### config.mk
export PLATFORM = sky130hd
export DESIGN_NAME = iir_dec_out
export DESIGN_NICKNAME = d
export VERILOG_FILES = /design/src/rtl/iir_dec_pkg.sv /design/src/rtl/iir_dec_fifo.sv /design/src/rtl/iir_dec_out.sv
export SDC_FILE = /design/constraint.sdc
export NUM_CORES = 1
export LEC_CHECK = 0
export ABC_AREA = 1
export ABC_CLOCK_PERIOD_IN_PS = 2300
export BUFFER_PORTS_ARGS = -buffer_cell sky130_fd_sc_hd__buf_4
export CAP_MARGIN = 20
export CORE_ASPECT_RATIO = 0.8
export CORE_MARGIN = 4
export CORE_UTILIZATION = 48
export CTS_BUF_LIST = sky130_fd_sc_hd__clkbuf_8
export DETAILED_ROUTE_END_ITERATION = 12
export PLACE_DENSITY = 0.68
export SLEW_MARGIN = 10
export SYNTH_ARGS = -nofsm -noshare
export SYNTH_HDL_FRONTEND = slang
export SYNTH_SLANG_ARGS = --single-unit
export TNS_END_PERCENT = 1
### constraint.sdc
create_clock -name clk -period 2.3 [get_ports clk]
set_clock_uncertainty 0.2 [all_clocks]
set_input_delay 0.345 -clock clk [delete_from_list [all_inputs] [get_ports clk]]
set_output_delay 0.345 -clock clk [all_outputs]
set_load 0.01 [all_outputs]
### src/rtl/iir_dec_pkg.sv
// iir_dec_pkg: shared FSM state type, default decimator configuration and saturation helper.
//   N          default decimation factor
//   ACC_WIDTH  default accumulator width (IN_WIDTH + log2(N))
//   st_t       decimator state (ACC accumulating, DUMP scaling/pushing a finished block)
//   sat_to_width clamps a wide signed value to a signed w-bit range and flags clipping
package iir_dec_pkg;

    localparam int N         = 16;
    localparam int ACC_WIDTH = 34;

    typedef enum logic {
        ACC,
        DUMP
    } st_t;

    typedef struct packed {
        logic               clip;
        logic signed [63:0] val;
    } sat_res_t;

    function automatic sat_res_t sat_to_width(input logic signed [63:0] x, input int w);
        sat_res_t           r;
        logic signed [63:0] hi;
        logic signed [63:0] lo;
        hi     = (64'sd1 <<< (w - 1)) - 64'sd1;
        lo     = -(64'sd1 <<< (w - 1));
        r.clip = (x > hi) || (x < lo);
        r.val  = (x > hi) ? hi : ((x < lo) ? lo : x);
        return r;
    endfunction

endpackage

### src/rtl/iir_dec_fifo.sv
// iir_dec_fifo: first-word fall-through FIFO for decimated words.
//   clk, n_rst  clock, asynchronous active-low reset (empties the FIFO)
//   wr_en       push request; accepted when not full, or when full with a pop this cycle
//   wr_data     word to push
//   rd_en       pop request; ignored while empty
//   rd_data     head entry (0 while empty)
//   full, empty occupancy flags
module iir_dec_fifo #(
    parameter int DEPTH = 4,
    parameter int WIDTH = 16
) (
    input  logic             clk,
    input  logic             n_rst,
    input  logic             wr_en,
    input  logic [WIDTH-1:0] wr_data,
    input  logic             rd_en,
    output logic [WIDTH-1:0] rd_data,
    output logic             full,
    output logic             empty
);

    localparam int PW = $clog2(DEPTH);

    logic [WIDTH-1:0] mem [DEPTH];
    logic [PW:0]      wp;
    logic [PW:0]      rp;
    logic             wr;
    logic             rd;

    // Pointers carry one wrap bit so full and empty are distinguishable.
    assign empty   = wp == rp;
    assign full    = (wp[PW] != rp[PW]) && (wp[PW-1:0] == rp[PW-1:0]);
    assign rd      = rd_en && !empty;
    // When full, a simultaneous pop frees the head slot the write lands in.
    assign wr      = wr_en && (!full || rd);
    assign rd_data = empty ? '0 : mem[rp[PW-1:0]];

    always_ff @(posedge clk or negedge n_rst) begin
        if (!n_rst) begin
            wp <= '0;
            rp <= '0;
        end else begin
            if (wr) wp <= wp + (PW + 1)'(1);
            if (rd) rp <= rp + (PW + 1)'(1);
        end
    end

    always_ff @(posedge clk) begin
        if (wr) mem[wp[PW-1:0]] <= wr_data;
    end

endmodule

### src/rtl/iir_dec_out.sv
// iir_dec_out: boxcar decimator for the IIR filter output; accumulates N samples, shifts,
// optionally rounds, saturates and queues results behind a valid/ready FIFO.
// Build option: define DEC_ROUND_EN for round-half-up before the shift (default truncates).
//   clk, n_rst  clock, asynchronous active-low reset
//   din         signed filter sample, qualified by din_valid (never backpressured)
//   clr         synchronous clear of accumulator, count, pending dump and ovf
//   dout        signed decimated word at FIFO head, qualified by dout_valid
//   dout_ready  consumer pops dout when dout_valid is high
//   sat         one-cycle pulse when the word just written (or dropped) was clamped
//   ovf         sticky: a word was dropped because the FIFO was full
module iir_dec_out import iir_dec_pkg::*; #(
    parameter int IN_WIDTH   = ACC_WIDTH - $clog2(N),
    parameter int OUT_WIDTH  = 16,
    parameter int DEC_LOG2   = $clog2(N),
    parameter int SHIFT      = 18,
    parameter int FIFO_DEPTH = 4
) (
    input  logic                        clk,
    input  logic                        n_rst,
    input  logic signed [IN_WIDTH-1:0]  din,
    input  logic                        din_valid,
    input  logic                        clr,
    output logic signed [OUT_WIDTH-1:0] dout,
    output logic                        dout_valid,
    input  logic                        dout_ready,
    output logic                        sat,
    output logic                        ovf
);

    localparam int AW = IN_WIDTH + DEC_LOG2;

    st_t                 st;
    st_t                 st_nx;
    logic signed [AW-1:0] acc;
    logic signed [AW-1:0] sum;
    logic signed [AW-1:0] dump_reg;
    logic [DEC_LOG2-1:0]  cnt;
    logic                 last;
    logic                 push;
    logic                 pop;
    logic                 full;
    logic                 empty;
    logic signed [63:0]   ext;
    logic signed [63:0]   scaled;
    sat_res_t             sr;
    logic                 unused_hi;

    assign sum  = acc + AW'(din);
    assign last = din_valid && (cnt == '1);

    always_comb begin
        st_nx = ACC;
        if (!clr && last) st_nx = DUMP;
    end

    // A clear arriving during DUMP cancels that block's push.
    assign push = (st == DUMP) && !clr;
    assign pop  = dout_valid && dout_ready;

    always_comb begin
`ifdef DEC_ROUND_EN
        ext = 64'(dump_reg) + (64'sd1 <<< (SHIFT - 1));
`else
        ext = 64'(dump_reg);
`endif
        scaled = ext >>> SHIFT;
        sr     = sat_to_width(scaled, OUT_WIDTH);
    end

    assign unused_hi = ^sr.val[63:OUT_WIDTH];

    always_ff @(posedge clk or negedge n_rst) begin
        if (!n_rst) begin
            st       <= ACC;
            acc      <= '0;
            cnt      <= '0;
            dump_reg <= '0;
            sat      <= 1'b0;
            ovf      <= 1'b0;
        end else begin
            st  <= st_nx;
            sat <= push && sr.clip;
            if (clr) ovf <= 1'b0;
            else if (push && full && !pop) ovf <= 1'b1;
            // The next block starts accumulating in the same cycle the previous one dumps.
            if (clr) begin
                acc <= '0;
                cnt <= '0;
            end else if (din_valid) begin
                cnt <= cnt + DEC_LOG2'(1);
                if (last) begin
                    dump_reg <= sum;
                    acc      <= '0;
                end else begin
                    acc <= sum;
                end
            end
        end
    end

    iir_dec_fifo #(
        .DEPTH(FIFO_DEPTH),
        .WIDTH(OUT_WIDTH)
    ) u_fifo (
        .clk    (clk),
        .n_rst  (n_rst),
        .wr_en  (push),
        .wr_data(sr.val[OUT_WIDTH-1:0]),
        .rd_en  (dout_ready),
        .rd_data(dout),
        .full   (full),
        .empty  (empty)
    );

    assign dout_valid = !empty;

endmodule
==> results of run 1 <==
==> cell families after synthesis <==
kind of cell,count (synthesis)
flip-flops,127
adder cells (fa/ha/maj),40
XOR/XNOR,7
buffers and inverters,156
AND/OR/NAND/NOR,458
other,1
AO/OA/AOI/OAI,145
==> final cells by class <==
class / count / area share, %
inverter: 121 / 5.11
tap: 210 / 2.94
clock buffer: 18 / 2.77
timing repair buffer: 90 / 9.67
multi-input combinational: 651 / 39.1
clock inverter: 14 / 1.18
sequential: 127 / 39.2
==> critical path, stage by stage, from the launching register on <==
cell and delay [ns]:
dfrtp_1 0.42, xnor2_2 0.25, nand4_4 0.19, clkbuf_16 0.24
nand2_2 0.06, inv_2 0.03, buf_6 0.10
==> per-layer routing <==
metal,GRT usage (%),vias up,routed length (microns)
li1,-,3176,-
met2,31.3,202,7710
met5,0,-,0
met4,5.59,0,242
met1,34.1,2983,9300
met3,5.63,21,1510
==> power groups by stage <==
stage | Clock, mW | Combinational, mW | Sequential (mW)
3_5_place_dp | 0 | 2.65 | 2.61
2_1_floorplan | 0 | 1.69 | 2.59
4_1_cts | 1.78 | 3.12 | 2.57
5_1_grt | 1.89 | 3.68 | 2.59
6_report | 1.75 | 3.32 | 2.58
3_3_place_gp | 0 | 2.62 | 2.61
==> per-stage QoR <==
stage               util, %  power (mW)
floorplan                 -        4.28
global placement       54.5        5.23
detailed placement     54.5        5.26
CTS                    58.4        7.47
global route           59.3        8.15
finish                 59.3        7.66
==> what timing repair did <==
item | in CTS | in global routing
endpoints found under the hold margin | 36 | 0
gates resized for setup | 57 | 42
setup buffers | 5 | 0
hold buffers | 3 | 0
pin swaps | 4 | 13
endpoints found under the setup margin | 17 | 44
cloned | 1 | 0
==> synthesized netlist by cell type, types with 2 or more instances <==
| cell type | instances | area, sq um |
|---|---|---|
| nor2_1 | 85 | 319 |
| nor2_2 | 3 | 18.8 |
| nor3_1 | 10 | 50.1 |
| edfxtp_1 | 64 | 1920 |
| o21ai_0 | 68 | 340 |
| xor2_1 | 3 | 26.3 |
| ha_1 | 39 | 488 |
| clkbuf_1 | 27 | 101 |
| a21oi_2 | 2 | 17.5 |
| inv_1 | 110 | 413 |
| nand3_2 | 4 | 40.0 |
| nor4_1 | 2 | 12.5 |
| nand2_1 | 277 | 1040 |
| nand2_4 | 3 | 33.8 |
| dfrtp_1 | 63 | 1580 |
| buf_2 | 7 | 35.0 |
| nor2_4 | 4 | 45.0 |
| xnor2_1 | 4 | 35.0 |
| inv_2 | 10 | 37.5 |
| o22ai_1 | 16 | 100 |
| o21ai_1 | 4 | 20.0 |
| nand3b_1 | 3 | 22.5 |
| a21oi_1 | 47 | 235 |
| nand3_1 | 53 | 265 |
| nand2_2 | 8 | 50.1 |
| nand4_1 | 2 | 12.5 |
| o21bai_1 | 3 | 22.5 |
| a22o_1 | 2 | 17.5 |
==> cell usage in the layout (no fill, tap or decap), drive strengths merged, types with 3 or more instances in the layout <==
cell type,Yosys,layout
nand2,288,288
inv,121,125
nor2,93,93
buf,8,86
o21ai,72,72
edfxtp,64,64
dfrtp,63,63
nand3,57,57
a21oi,49,49
ha,39,39
clkbuf,27,19
o22ai,16,16
nor3,10,10
clkinvlp,0,5
xnor2,4,4
clkinv,0,4
xor2,3,3
o21bai,3,3
nand3b,3,3
dlygate4sd3,0,3
nand4,3,3
==> how the worst max path moves through the flow <==
stage | from | to | slack (ns) | depth (start not counted)
CTS | u_fifo.wp[2] | dout[9] | -0.01 | 6
finish | u_fifo.rp[2] | dout[0] | -0.004 | 6
global route | u_fifo.rp[0] | dout[3] | -0.09 | 8
floorplan | u_fifo.wp[1] | u_fifo.mem[0][0] | -0.05 | 7
global placement | din[0] | acc[16] | -0.01 | 13
detailed placement | din[0] | dump_reg[24] | -0.02 | 14
==> metrics, run 1 <==
outcome=finished, violations left; failing checks=negative setup slack; io pins=54; Area growth syn-to-layout=20.4%; Cell Area, Placed=0.00820 sq mm; min-delay worst type=in -> reg; FF-to-FF Start=acc[22]; clk slew on worst S/H paths=0.08 ns; full die area=0.0175 sq mm; largest net degree at the start of global routing=36; clk sinks=127; CTS Root Cell=clkbuf_8; ANT nets after route=0; dpl cells=1190; crit path DAT=1.76 ns; Initial Util=49.2%; Hold Path Sink=cnt[2]; Clk Latency, worst-skew pair=0.45 ns; dpl hpwl=13400 microns; proportion of layout cells with a drive suffix above 1=21.0%; first-pass GRT wire length=30600 microns; Max clock buf depth=2; detailed-route via count=6382; syn nets=1009; sequential area share after synthesis=47.2%; Nets=1083; die height=119 microns; ant diodes=0; cell-internal power=4.77 mW; Synth Area in Adders=6.85%; # setup viols final=3; Switching Power=2.89 mW; Min Hold Slack=0.0576 ns; Post-Place Setup Slack=-0.0189 ns; FF+latch count, synth=127; CTS tree=done; setup tns final=-0.00662 ns; Worst Slack Setup Final=-0.00393 ns; hold depth=3; LEAKAGE=4.37 nW; CP Data Required Time=1.75 ns; main flop type after synthesis=edfxtp_1; Seq. cell area=0.00350 sq mm; Post-Synth Simple-Gate Area=26.5%; ys async rst share=49.6%; Setup crit start kind=register; Clock power frac=22.9%; cells on worst reg2reg path=9; Reg power frac=33.7%; RSZ-0062 raised after global routing=true; Max Cap Viol=0; area of the multi-input gates=0.00349 sq mm; total congestion overflow=0; PortBufs=53; Warnings, synthesis=0; Fmax=434 MHz; Sw Ratio=37.7%; complex-gate fraction of the synthesized area=10.5%; power per cell area=857 mW/mm^2; Worst Path Max Fanout=8; min-delay src=din_valid; initial drt markers=616; wire per inst=15.2 microns; max FFs per register=64; fill count=1343; Max Slew Vio Count=0; CP Capture Type=output port; final hold vios=0; Mapped Cells=934; Finished Cell Area=0.00893 sq mm; mux cell area share after synthesis=0%; initial antenna violation count=0; synthesized area per cell=7.94 sq um; Die Span X=147 microns; Post-synth EDFFs=64; DRC Markers=0; all-layer global routing usage=22.2%; Placer Congestion=0.977; Rows=40; critical path class=reg -> out; worst ir drop on vdd=0.477 mV; Core Box Area=0.0151 sq mm; Comb pwr share=43.4%; r2r endpoint=acc[31]; largest family of logic cells by synthesized area=simple AND/OR/NAND/NOR gates; total wire length=18800 microns; vias in the first global route=5977; min cycle time layout=2.30 ns; 1st-pass router iterations=5; non-filler cells, final=1231; Yosys cell types=39; total number of H-tree levels=4; period utilization=100%; r2r setup slk=0.09 ns; Syn Std Cell Area=0.00742 sq mm; xor/xnor share of the synthesized area=0.826%; DR vias/cell=5.18; Num CTS Buffers=17
Power figures use the tool's default switching activity.
==> run 2, diff against run 1 <==
--- a/config.mk
+++ b/config.mk
@@ -8,12 +8,12 @@
 export ABC_AREA = 1
 export ABC_CLOCK_PERIOD_IN_PS = 2300
 export BUFFER_PORTS_ARGS = -buffer_cell sky130_fd_sc_hd__buf_4
-export CAP_MARGIN = 20
 export CORE_ASPECT_RATIO = 0.8
 export CORE_MARGIN = 4
 export CORE_UTILIZATION = 48
 export CTS_BUF_LIST = sky130_fd_sc_hd__clkbuf_8
 export DETAILED_ROUTE_END_ITERATION = 12
+export MAX_ROUTING_LAYER = met4
 export PLACE_DENSITY = 0.68
 export SLEW_MARGIN = 10
 export SYNTH_ARGS = -nofsm -noshare
==> constraint.sdc (replaced) <==
create_clock -name clk -period 2.3 [get_ports clk]
set_clock_uncertainty 0.2 [all_clocks]
set_input_delay 0.46 -clock clk [delete_from_list [all_inputs] [get_ports clk]]
set_output_delay 0.46 -clock clk [all_outputs]
set_load 0.01 [all_outputs]
==> run 2 against run 1 <==
Against the previous run: the flow still finishes with violations (negative setup slack); hold slack better by 0.025 ns; critical endpoint is now dout[12]; sequential power about the same; final cell count up 2.8%.
==> metrics, run 2 (synthesis gave the netlist of run 1 again) <==
outcome=finished, violations left (unchanged); failing checks=negative setup slack (unchanged); 1st-pass router iterations=6 (was 5); clk sinks=127 (unchanged); PortBufs=53 (unchanged); Setup crit start kind=register (unchanged); Max Slew Vio Count=0 (unchanged); proportion of layout cells with a drive suffix above 1=20.2% (was 21.0%); commonest non-fill, non-tap cell in the layout=nand2_1 (unchanged); Max Cap Viol=0 (unchanged); Reg power frac=34.3% (was 33.7%); final hold vios=0 (unchanged); Placer Congestion=0.984 (was 0.977); worst ir drop on vdd=0.401 mV (was 0.477 mV); most frequent cells in the layout=270 x nand2_1, 115 x buf_4, 110 x inv_1 (was 253 x nand2_1, 96 x inv_1, 81 x nor2_1); ant diodes=0 (unchanged); all-layer global routing usage=23.4% (was 22.2%); DR vias/cell=5.15 (was 5.18); die height=119 microns (unchanged); fin util=60.3% (was 59.3%); crit path DAT=1.72 ns (was 1.76 ns); Fmax=419 MHz (was 434 MHz); Min Hold Slack=0.0827 ns (was 0.0576 ns); total wire length=19200 microns (was 18800 microns); Switching Power=2.73 mW (was 2.89 mW); dpl hpwl=14000 microns (was 13400 microns); initial drt markers=544 (was 616); LEAKAGE=4.54 nW (was 4.37 nW); initial antenna violation count=0 (unchanged); first-pass GRT wire length=31300 microns (was 30600 microns); detailed-route via count=6515 (was 6382); fill count=1351 (was 1343); Num CTS Buffers=17 (unchanged); Die Span X=147 microns (unchanged); RSZ-0062 raised after global routing=true (unchanged); total number of H-tree levels=4 (unchanged); # setup viols final=16 (was 3); CP Data Required Time=1.64 ns (was 1.75 ns); Rows=40 (unchanged); full die area=0.0175 sq mm (unchanged); area of the multi-input gates=0.00341 sq mm (was 0.00349 sq mm); min-delay worst type=in -> reg (unchanged); Comb pwr share=39.4% (was 43.4%); Sw Ratio=36.0% (was 37.7%); clk slew on worst S/H paths=0.08 ns (about the same); wire per inst=15.1 microns (was 15.2 microns); vias in the first global route=6147 (was 5977); period utilization=104% (was 100%); Clock power frac=26.3% (was 22.9%); total congestion overflow=0 (unchanged); Max clock buf depth=2 (unchanged); Initial Util=49.2% (unchanged); ANT nets after route=0 (unchanged); Worst Slack Setup Final=-0.0839 ns (was -0.00393 ns); CTS tree=done (unchanged); max FFs per register=64 (unchanged); cell-internal power=4.84 mW (was 4.77 mW); setup tns final=-0.919 ns (was -0.00662 ns); Seq. cell area=0.00350 sq mm (unchanged); critical path class=reg -> out (unchanged); power per cell area=834 mW/mm^2 (was 857 mW/mm^2); io pins=54 (unchanged); Nets=1118 (was 1083); min cycle time layout=2.38 ns (was 2.30 ns); CTS Root Cell=clkbuf_8 (unchanged); Clk Latency, worst-skew pair=0.45 ns (about the same); CP Capture Type=output port (unchanged); Core Box Area=0.0151 sq mm (unchanged); largest net degree at the start of global routing=36 (unchanged); Worst Path Max Fanout=14 (was 8); DRC Markers=0 (unchanged); Area growth syn-to-layout=22.4% (was 20.4%)
run 2: cell types whose count changed in the layout (fill, tap and decap cells not counted), sizes merged:
cell         delta
buf            +38
clkinv          +4
clkinvlp        -3
bufinv          +2
clkbuf          -2
dlygate4sd3     -2
inv             -2
run 2: metrics by stage:
step	setup slack [ns]	total power, mW	cells	cell area (sq um)
2_1_floorplan	-0.0457	4.28	934	7420
3_3_place_gp	-0.118	5.41	1228	8500
6_report	-0.0839	7.57	1266	9080
4_1_cts	-0.121	7.54	1266	8980
5_1_grt	-0.211	8.10	1266	9080
3_5_place_dp	-0.134	5.45	1228	8500
run 2: path summary, 6_finish.rpt:
path	start	to	slack (ns)	cells after the start
setup / recovery	u_fifo.rp[0]	dout[12]	-0.08	8
hold / removal	clr	cnt[2]	0.08	2
max in group asynchronous	n_rst	cnt[0]	1.08	3
min in group asynchronous	n_rst	acc[9]	0.29	2
hold reg to reg	acc[22]	acc[22]	0.29	2
setup reg to reg	acc[28]	acc[31]	0.12	10
run 2: metal layers:
| metal | share of wire, % | up-vias | global-route usage (%) |
|---|---|---|---|
| met2 | 42 | 217 | 32.1 |
| li1 | - | 3241 | - |
| met3 | 7.0 | 29 | 4.98 |
| met5 | 0 | - | - |
| met4 | 1.8 | 0 | 7.28 |
| met1 | 50 | 3028 | 34.6 |
run 2: timing repair:
item                                   in CTS  in global routing
setup endpoints to repair                  17                 48
endpoints found under the hold margin      26                  0
buffers inserted                            5                  0
resized for setup                           8                 23
hold buffers                                1                  0
pin swaps                                   1                  2
run 2: critical path, stage by stage (launching register included):
cell	delay [ns]
dfrtp_2	0.47
inv_4	0.09
nand2_2	0.05
nand2_2	0.08
nand4_4	0.13
buf_12	0.18
nand2_1	0.08
inv_1	0.04
buf_4	0.13
run 2: cell type report:
type / count / share of cell area [%]
inverters: 121 / 5.06
well taps: 210 / 2.89
repair buffers: 125 / 11.5
multi-input cells: 651 / 37.6
clock buffers: 17 / 2.58
flip-flops and latches: 127 / 38.6
clock inverters: 15 / 1.89
run 2: power by group through the flow:
stage                     sequential, mW  combinational (mW)  clock, mW
after floorplan                     2.59                1.69          0
after global placement              2.62                2.79          0
after detailed placement            2.62                2.83          0
after CTS                           2.59                2.91       2.03
after global routing                2.61                3.35       2.14
final                               2.60                2.98       1.99
==> run 3, diff against run 2 <==
--- a/config.mk
+++ b/config.mk
@@ -10,11 +10,11 @@
 export BUFFER_PORTS_ARGS = -buffer_cell sky130_fd_sc_hd__buf_4
 export CORE_ASPECT_RATIO = 0.8
 export CORE_MARGIN = 4
-export CORE_UTILIZATION = 48
+export CORE_UTILIZATION = 45
 export CTS_BUF_LIST = sky130_fd_sc_hd__clkbuf_8
 export DETAILED_ROUTE_END_ITERATION = 12
 export MAX_ROUTING_LAYER = met4
-export PLACE_DENSITY = 0.68
+export SKIP_LAST_GASP = 1
 export SLEW_MARGIN = 10
 export SYNTH_ARGS = -nofsm -noshare
 export SYNTH_HDL_FRONTEND = slang
==> run 3 against run 2 <==
Against the previous run: the flow still finishes with violations (negative setup slack); hold slack gained 0.0084 ns; utilization decreased by 4.3 points; total power about the same; die area up 6.3%; critical path depth fell by 1; via count decreased by 3.1%; clock-buffer cell count unchanged; routed wire length fell by 2.5%; largest power group unchanged; highest routed layer unchanged.
==> metrics, run 3 (synthesis gave the netlist of run 1 again) <==
critical path class=reg -> out (unchanged); Initial Util=46.5% (was 49.2%); Placer Congestion=0.922 (was 0.984); Rows=41 (was 40); CTS tree=done (unchanged); most frequent cells in the layout=276 x nand2_1, 110 x inv_1, 99 x buf_4 (was 270 x nand2_1, 115 x buf_4, 110 x inv_1); Max Slew Vio Count=0 (unchanged); clk sinks=127 (unchanged); Num CTS Buffers=17 (unchanged); CP Data Required Time=1.64 ns (about the same); Post-Place Setup Slack=-0.122 ns (was -0.134 ns); Setup crit start kind=register (unchanged); detailed-route via count=6312 (was 6515); fill count=1485 (was 1351); non-filler cells, final=1256 (was 1266); largest net degree at the start of global routing=36 (unchanged); Area growth syn-to-layout=20.4% (was 22.4%); dpl hpwl=13900 microns (was 14000 microns); area of the multi-input gates=0.00333 sq mm (was 0.00341 sq mm); worst ir drop on vdd=0.371 mV (was 0.401 mV); Top Family by Delay on Critical Path=buffers and inverters (was flip-flops); Finished Cell Area=0.00893 sq mm (was 0.00908 sq mm); ANT nets after route=0 (unchanged); die height=123 microns (was 119 microns); vias in the first global route=5624 (was 6147); full die area=0.0186 sq mm (was 0.0175 sq mm); failing checks=negative setup slack (unchanged); dpl cells=1219 (was 1228); Nets=1103 (was 1118); outcome=finished, violations left (unchanged); Cell Area, Placed=0.00843 sq mm (was 0.00850 sq mm); clk slew on worst S/H paths=0.07 ns (was 0.08 ns); Worst Slack Setup Final=-0.0865 ns (was -0.0839 ns); PortBufs=53 (unchanged); total congestion overflow=0 (unchanged); Core Box Area=0.0160 sq mm (was 0.0151 sq mm); io pins=54 (unchanged); period utilization=104% (about the same); Min Hold Slack=0.0911 ns (was 0.0827 ns); cell at the slowest stage of the critical path=dfrtp_2 (unchanged); setup tns final=-0.941 ns (was -0.919 ns); fin util=56.0% (was 60.3%); worst path cell trace=buf_6, nand2_2, nand4_4, buf_12, nand2_1, inv_1, buf_4 (was inv_4, nand2_2, nand2_2, nand4_4, buf_12, nand2_1, inv_1, buf_4); ant diodes=0 (unchanged); 1st-pass router iterations=5 (was 6); first-pass GRT wire length=29700 microns (was 31300 microns); all-layer global routing usage=21.7% (was 23.4%); proportion of layout cells with a drive suffix above 1=17.7% (was 20.2%); DRC Markers=0 (unchanged); Clk Latency, worst-skew pair=0.44 ns (was 0.45 ns); Max Cap Viol=0 (unchanged); initial drt markers=523 (was 544); crit path DAT=1.73 ns (was 1.72 ns); commonest non-fill, non-tap cell in the layout=nand2_1 (unchanged); final hold vios=0 (unchanged); wire per inst=14.9 microns (was 15.1 microns); Worst Path Max Fanout=18 (was 14); Fmax=419 MHz (about the same); initial antenna violation count=0 (unchanged); max FFs per register=64 (unchanged); total power=7.58 mW (was 7.57 mW); min-delay worst type=in -> reg (unchanged); RSZ-0062 raised after global routing=true (unchanged); Max clock buf depth=2 (unchanged); CP peak stage delay=0.44 ns (was 0.47 ns); Die Span X=152 microns (was 147 microns); Seq. cell area=0.00350 sq mm (about the same); CP Capture Type=output port (unchanged); WP buf/inv=4 (unchanged); DR vias/cell=5.03 (was 5.15); total number of H-tree levels=4 (unchanged); # setup viols final=16 (unchanged); CTS Root Cell=clkbuf_8 (unchanged); LEAKAGE=4.47 nW (was 4.54 nW); min cycle time layout=2.39 ns (was 2.38 ns); power per cell area=848 mW/mm^2 (was 834 mW/mm^2); total wire length=18700 microns (was 19200 microns)
==> run 3: area by class of cell <==
type                            instances  share of cell area, %
Multi-Input combinational cell        651                   37.3
Sequential cell                       127                   39.2
Inverter                              121                   5.20
Timing Repair Buffer                  110                   10.5
Clock inverter                         15                   2.20
Clock buffer                           17                   2.62
Tap cell                              215                   3.01
==> run 3: worst reg2reg max path, delay by kind of cell (launching register included) <==
family                     cells  cell delay, ns
DFF                            1            0.39
and+or+nand+nor               11            1.00
adders and majority gates      2            0.62
==> run 3: power by group <==
part           total (mW)  leakage [nW]  internal (mW)  switching (mW)
Sequential           2.59          1.43           2.48           0.105
Clock                2.10         0.203           1.17           0.926
Combinational        2.89          2.84           1.22            1.67
Total                7.58          4.47           4.88            2.70
==> run 3: path summary, 6_finish.rpt <==
check / from / cells after the start / end / slack (ns)
worst max-delay path: u_fifo.rp[1] / 7 / dout[6] / -0.09
worst min-delay path: clr / 2 / cnt[2] / 0.09
worst max register to register: acc[0] / 13 / acc[24] / 0.07
worst min register to register: acc[8] / 2 / acc[8] / 0.29
max in group asynchronous: n_rst / 3 / dump_reg[29] / 1.05
min in group asynchronous: n_rst / 2 / acc[8] / 0.31
==> run 3: timing repair <==
action	4_1_cts	5_1_grt
setup buffers	3	2
endpoints found under the setup margin	17	43
gates resized for setup	14	4
endpoints found under the hold margin	28	0
hold buffers	1	0
==> run 3: metal layers <==
| layer | up-vias | wire length (microns) | global-route usage [%] |
|---|---|---|---|
| met5 | - | 0 | - |
| met4 | 0 | 136 | 4.49 |
| met3 | 13 | 1360 | 4.84 |
| met2 | 211 | 7410 | 28.3 |
| met1 | 2867 | 9760 | 34.1 |
| li1 | 3221 | - | - |
